**config.mk**
```make
export PLATFORM = sky130hd
export DESIGN_NAME = arc4_key_sweep
export DESIGN_NICKNAME = d
export VERILOG_FILES = /design/src/rtl/arc4_key_sweep.sv
export SDC_FILE = /design/constraint.sdc
export NUM_CORES = 1
export LEC_CHECK = 0
export BUFFER_PORTS_ARGS = -buffer_cell sky130_fd_sc_hd__buf_4
export CORE_MARGIN = 3
export CORE_UTILIZATION = 45
export DETAILED_ROUTE_END_ITERATION = 7
export PLACE_DENSITY_LB_ADDON = 0.2
export SLEW_MARGIN = 20
export SYNTH_ARGS = -nofsm -noshare
export SYNTH_HDL_FRONTEND = slang
export SYNTH_SLANG_ARGS = --single-unit
```
**constraint.sdc**
```tcl
create_clock -name clk -period 4.6 [get_ports clk]
set_input_delay 0.23 -clock clk [delete_from_list [all_inputs] [get_ports clk]]
set_output_delay 0.23 -clock clk [all_outputs]
set_load 0.005 [all_outputs]
```
**src/rtl/arc4_key_sweep.sv**
```systemverilog
// Strided ARC4 key search: runs the core once per candidate key and stops on the
// first key whose length-prefixed plaintext is entirely printable ASCII.
module arc4_key_sweep #(
  parameter int unsigned      KEY_W     = 24,
  parameter logic [KEY_W-1:0] KEY_START = '0,
  parameter logic [KEY_W-1:0] KEY_STEP  = KEY_W'(1),
  parameter logic [KEY_W-1:0] KEY_LAST  = '1
) (
  input  logic             clk,
  input  logic             rst,
  input  logic             en,
  output logic             rdy,
  input  logic             abort,
  output logic             core_en,
  input  logic             core_rdy,
  output logic [KEY_W-1:0] core_key,
  output logic             pt_sel,
  output logic [7:0]       pt_addr,
  input  logic [7:0]       pt_rddata,
  output logic             done,
  output logic             found,
  output logic [KEY_W-1:0] key_out,
  output logic [KEY_W-1:0] tries
);

  typedef enum logic [3:0] {
    IDLE, KICK, WAIT_BUSY, WAIT_DONE, RD_LEN, GET_LEN,
    RD_BYTE, CHK_BYTE, NEXT, DRAIN, DONE
  } state_t;

  state_t           state_q, state_d;
  logic [KEY_W-1:0] core_key_q, core_key_d;
  logic [KEY_W-1:0] key_out_q, key_out_d;
  logic [KEY_W-1:0] tries_q, tries_d, tries_inc;
  logic [7:0]       len_q, len_d, i_q, i_d;
  logic             found_q, found_d;
  logic [KEY_W:0]   key_nxt;
  logic             byte_ok;

  always_ff @(posedge clk or posedge rst) begin
    if (rst) begin
      state_q    <= IDLE;
      core_key_q <= KEY_START;
      key_out_q  <= '0;
      tries_q    <= '0;
      len_q      <= '0;
      i_q        <= '0;
      found_q    <= 1'b0;
    end else begin
      state_q    <= state_d;
      core_key_q <= core_key_d;
      key_out_q  <= key_out_d;
      tries_q    <= tries_d;
      len_q      <= len_d;
      i_q        <= i_d;
      found_q    <= found_d;
    end
  end

  // One extra bit so the exhaustion test cannot wrap near the top of the keyspace.
  assign key_nxt   = {1'b0, core_key_q} + {1'b0, KEY_STEP};
  assign tries_inc = (&tries_q) ? tries_q : tries_q + 1'b1;
  assign byte_ok   = (pt_rddata >= 8'h20) && (pt_rddata <= 8'h7E);

  always_comb begin
    state_d    = state_q;
    core_key_d = core_key_q;
    key_out_d  = key_out_q;
    tries_d    = tries_q;
    len_d      = len_q;
    i_d        = i_q;
    found_d    = found_q;
    core_en    = 1'b0;
    pt_sel     = 1'b0;
    pt_addr    = '0;
    unique case (state_q)
      IDLE, DONE: if (en) begin
        state_d    = KICK;
        core_key_d = KEY_START;
        found_d    = 1'b0;
        key_out_d  = '0;
        tries_d    = '0;
      end
      KICK: begin
        if (abort) state_d = DONE;
        else if (core_rdy) begin
          core_en = 1'b1;
          state_d = WAIT_BUSY;
        end
      end
      WAIT_BUSY: begin
        if (abort)          state_d = DRAIN;
        else if (!core_rdy) state_d = WAIT_DONE;
      end
      WAIT_DONE: begin
        if (abort)         state_d = DRAIN;
        else if (core_rdy) state_d = RD_LEN;
      end
      // The core must finish before the plaintext port can be handed back.
      DRAIN: if (core_rdy) state_d = DONE;
      RD_LEN: begin
        pt_sel  = 1'b1;
        state_d = abort ? DONE : GET_LEN;
      end
      GET_LEN: begin
        pt_sel = 1'b1;
        len_d  = pt_rddata;
        i_d    = 8'd1;
        if (pt_rddata == 8'd0) begin
          found_d   = 1'b1;
          key_out_d = core_key_q;
          tries_d   = tries_inc;
          state_d   = DONE;
        end else begin
          state_d = abort ? DONE : RD_BYTE;
        end
      end
      RD_BYTE: begin
        pt_sel  = 1'b1;
        pt_addr = i_q;
        state_d = abort ? DONE : CHK_BYTE;
      end
      CHK_BYTE: begin
        pt_sel = 1'b1;
        if (!byte_ok) state_d = abort ? DONE : NEXT;
        else if (i_q == len_q) begin
          found_d   = 1'b1;
          key_out_d = core_key_q;
          tries_d   = tries_inc;
          state_d   = DONE;
        end else if (abort) state_d = DONE;
        else begin
          i_d     = i_q + 8'd1;
          state_d = RD_BYTE;
        end
      end
      NEXT: begin
        tries_d = tries_inc;
        if (abort || key_nxt > {1'b0, KEY_LAST}) state_d = DONE;
        else begin
          core_key_d = key_nxt[KEY_W-1:0];
          state_d    = KICK;
        end
      end
      default: state_d = IDLE;
    endcase
  end

  assign rdy      = (state_q == IDLE) || (state_q == DONE);
  assign done     = (state_q == DONE);
  assign core_key = core_key_q;
  assign found    = found_q;
  assign key_out  = key_out_q;
  assign tries    = tries_q;

endmodule

```
==> key figures <==
Min path
  • HP Class: in2async

STA
  • Setup TNS: 0 ns
  • Slew headroom: 31.6%
  • Clk_skew: 0.00887 ns
  • Fmax: 0.297 GHz
  • Post-route minimum period: 3.37 ns
  • Final setup vio count: 0
  • Max Slew Vio Count: 0
  • Final Hold Fails: 0
  • Fin crit share: 73.2%
  • RSZ-0062 raised after global routing: no
  • Slew of the pin with the lowest slew margin: 1.02 ns

Final layout
  • Antenna diode count: 0
  • Layout cells sized above 1: 20.5%
  • Most common cell after layout, fill and taps aside: buf_4
  • Final #Nets: 706
  • Layout Cells excl Fill: 837
  • Commonest non-fill, non-tap cells in the layout: buf_4, nand2_1, dfrtp_1, nor2_1, o21ai_0
  • Multi-input combinational cell area: 2800 um2
  • Layout area overhead: 19.6%
  • Fill cells: 1,077
  • Register area: 2330 um2

CTS
  • Clock latency on the worst-skew pair: 0.34 ns
  • Clock-pin transition on the worst setup and hold timing paths: 0.06 ns
  • Hold buffer count at cts: 0
  • Post_cts resized: 0
  • CTS H-tree depth: 3
  • TritonCTS clock tree: built
  • Total setup buffers inserted after CTS: 0
  • CTS sink cnt: 93
  • CTS Buf Count: 9
  • CTS Root Cell: clkbuf_16
  • CTS max path bufs: 2

Placement
  • Count of buffers from port buffering: 97
  • Placed cell count: 821
  • Gpl congestion: 0.894
  • DP Wirelength: 9500 um

Synth
  • Cell variety after synth: 61
  • Cell taking the most area after synthesis: dfrtp_1
  • Number of synthesis warnings: 0
  • Mapped Nets: 643
  • Post-synth ARST share: 100%
  • Syn Inst Count: 626
  • Avg Inst Size Synth: 8.62 um2
  • Top cell type's share of synthesized area: 43.1%
  • Seq/Total Area, Yosys: 43.1%
  • Post-synth EDFFs: 0
  • Area contributors post-synth: dfrtp_1, nand2_1, xnor2_1
  • Top FF cell, synth: dfrtp_1
  • FF+latch count, synth: 93
  • Area of the mapped netlist: 5390 um2

Global route
  • Largest net degree at the start of global routing: 51
  • Total gr overflow: 0
  • First-pass GRT wire length: 23,300 um
  • Tot GR Track Use: 21.8%
  • Antenna violations before repair: 0
  • Vias in the first global route: 4,661

Routing
  • 1st-pass router iterations: 5
  • Final ANT Viol Nets: 0
  • DR DRC count: 0
  • Via density: 5.87
  • Wire per inst: 16.7 um
  • DRT iter0 DRCs: 384
  • Via count: 4,916
  • Drt total wl: 14,000 um

Worst setup path
  • Crit Path Class: reg2reg
  • Critical-path top delay cell: or4b_2
  • Critical Path RT: 4.84 ns
  • CP Max Fanout: 12
  • CP Launch Type: flip-flop
  • Largest stage delay, worst path: 0.69 ns
  • Crit. End Element: flip-flop
  • Worst EP arrival: 3.61 ns
  • Cell Chain, Critical Path: ha_1 -> nand3_1 -> or4b_2 -> o311a_1 -> nor4bb_1 -> and4_4 -> nor2_1 -> o31ai_1

Floorplan
  • # rows: 39
  • Io pins: 98
  • Starting density of the core: 46.6%
  • Die footprint: 13,300 um2
  • Die height: 115 um
  • Die X-Extent: 115 um
  • Core area: 11,600 um2

Power
  • Leakage: 0.00288 uW
  • Pwr/cell area: 439 nW/um2
  • Max IR drop VDD: 0.000207 V

Status
  • Status: finished, final reports clean

Flow run
  • Max_cap viols: 0
cell type report:
class	count	share of cell area, %
clock inverters	2	0.601
well taps	143	2.77
flip-flops and latches	93	36.1
repair buffers	102	11.9
clock buffers	14	4.40
multi-input cells	467	43.4
inverters	16	0.950
worst max-delay path, delay by kind of cell (launching register included):
kind	cells	cell delay [ns]
AND/OR/NAND/NOR	5	1.89
flip-flops	1	0.53
adder cells (fa/ha/maj)	1	0.35
AO/OA/AOI/OAI	2	0.49
stage by stage:
step	util (%)	total power (uW)	setup slack, ns	hold WS [ns]	cell area (um2)
6_report	55.8	2840	1.23	0.00653	6450
5_1_grt	55.8	3030	1.07	0.0707	6450
4_1_cts	55.8	2860	1.29	0.0311	6450
3_5_place_dp	53.0	2060	1.32	0.399	6130
3_3_place_gp	53.0	2030	1.46	0.391	6130
2_1_floorplan	-	1730	1.81	0.382	5390
cells by family after synthesis:
| logic type | count (synthesis) | share of synthesized area, % |
|---|---|---|
| AND/OR/NAND/NOR | 293 | 27.7 |
| adder cells (fa/ha/maj) | 4 | 0.928 |
| XOR/XNOR | 36 | 5.85 |
| AO/OA/AOI/OAI | 119 | 14.2 |
| multiplexers | 15 | 2.99 |
| buffers and inverters | 66 | 5.17 |
| flip-flops | 93 | 43.1 |
path summary, 6_finish.rpt:
kind                              start      endpoint  slack [ns]  depth (start not counted)
max reg2reg                 core_key[0]  core_key[18]        1.23                          8
min in group clk           pt_rddata[3]      len_q[3]        0.13                          2
min                                 rst     tries[16]       0.007                          2
max                         core_key[0]  core_key[18]        1.23                          8
min reg2reg                       found         found        0.49                          1
max in group asynchronous           rst   core_key[3]        3.46                          3
state kept, by name, summed over array words and instances, names as in the netlist:
name / cells
len_q: 8
core_key: 24
tries: 24
found: 1
state_q: 4
key_out: 24
i_q: 8
per-layer routing:
| layer | vias to the layer above | wire [um] | GRT usage (%) |
|---|---|---|---|
| met3 | 26 | 734 | 3.50 |
| met4 | 0 | 289 | 8.92 |
| met5 | - | 0 | 0 |
| li1 | 2375 | - | - |
| met2 | 158 | 6510 | 33.8 |
| met1 | 2357 | 6430 | 30.7 |
report_power, final:
group / internal (uW) / switching (uW) / total [uW] / leakage, uW
Combinational: 359 / 490 / 849 / 0.00145
Clock: 482 / 308 / 790 / 0.000159
Sequential: 943 / 253 / 1200 / 0.00127
Total: 1780 / 1050 / 2840 / 0.00288
cell usage after synthesis, types with 7 or more instances:
cell type	number
inv_1	16
nand2_1	99
a21oi_1	14
xnor2_1	23
o21ai_0	35
nand4_1	17
nor3_1	19
a31o_1	7
o21ai_1	10
mux2_2	9
xor2_1	13
and3_1	17
nand3_1	27
clkbuf_1	39
o31ai_1	8
nor4_1	20
a31oi_1	12
nor2_1	44
dfrtp_1	93
(Power assumes the default switching activity.)
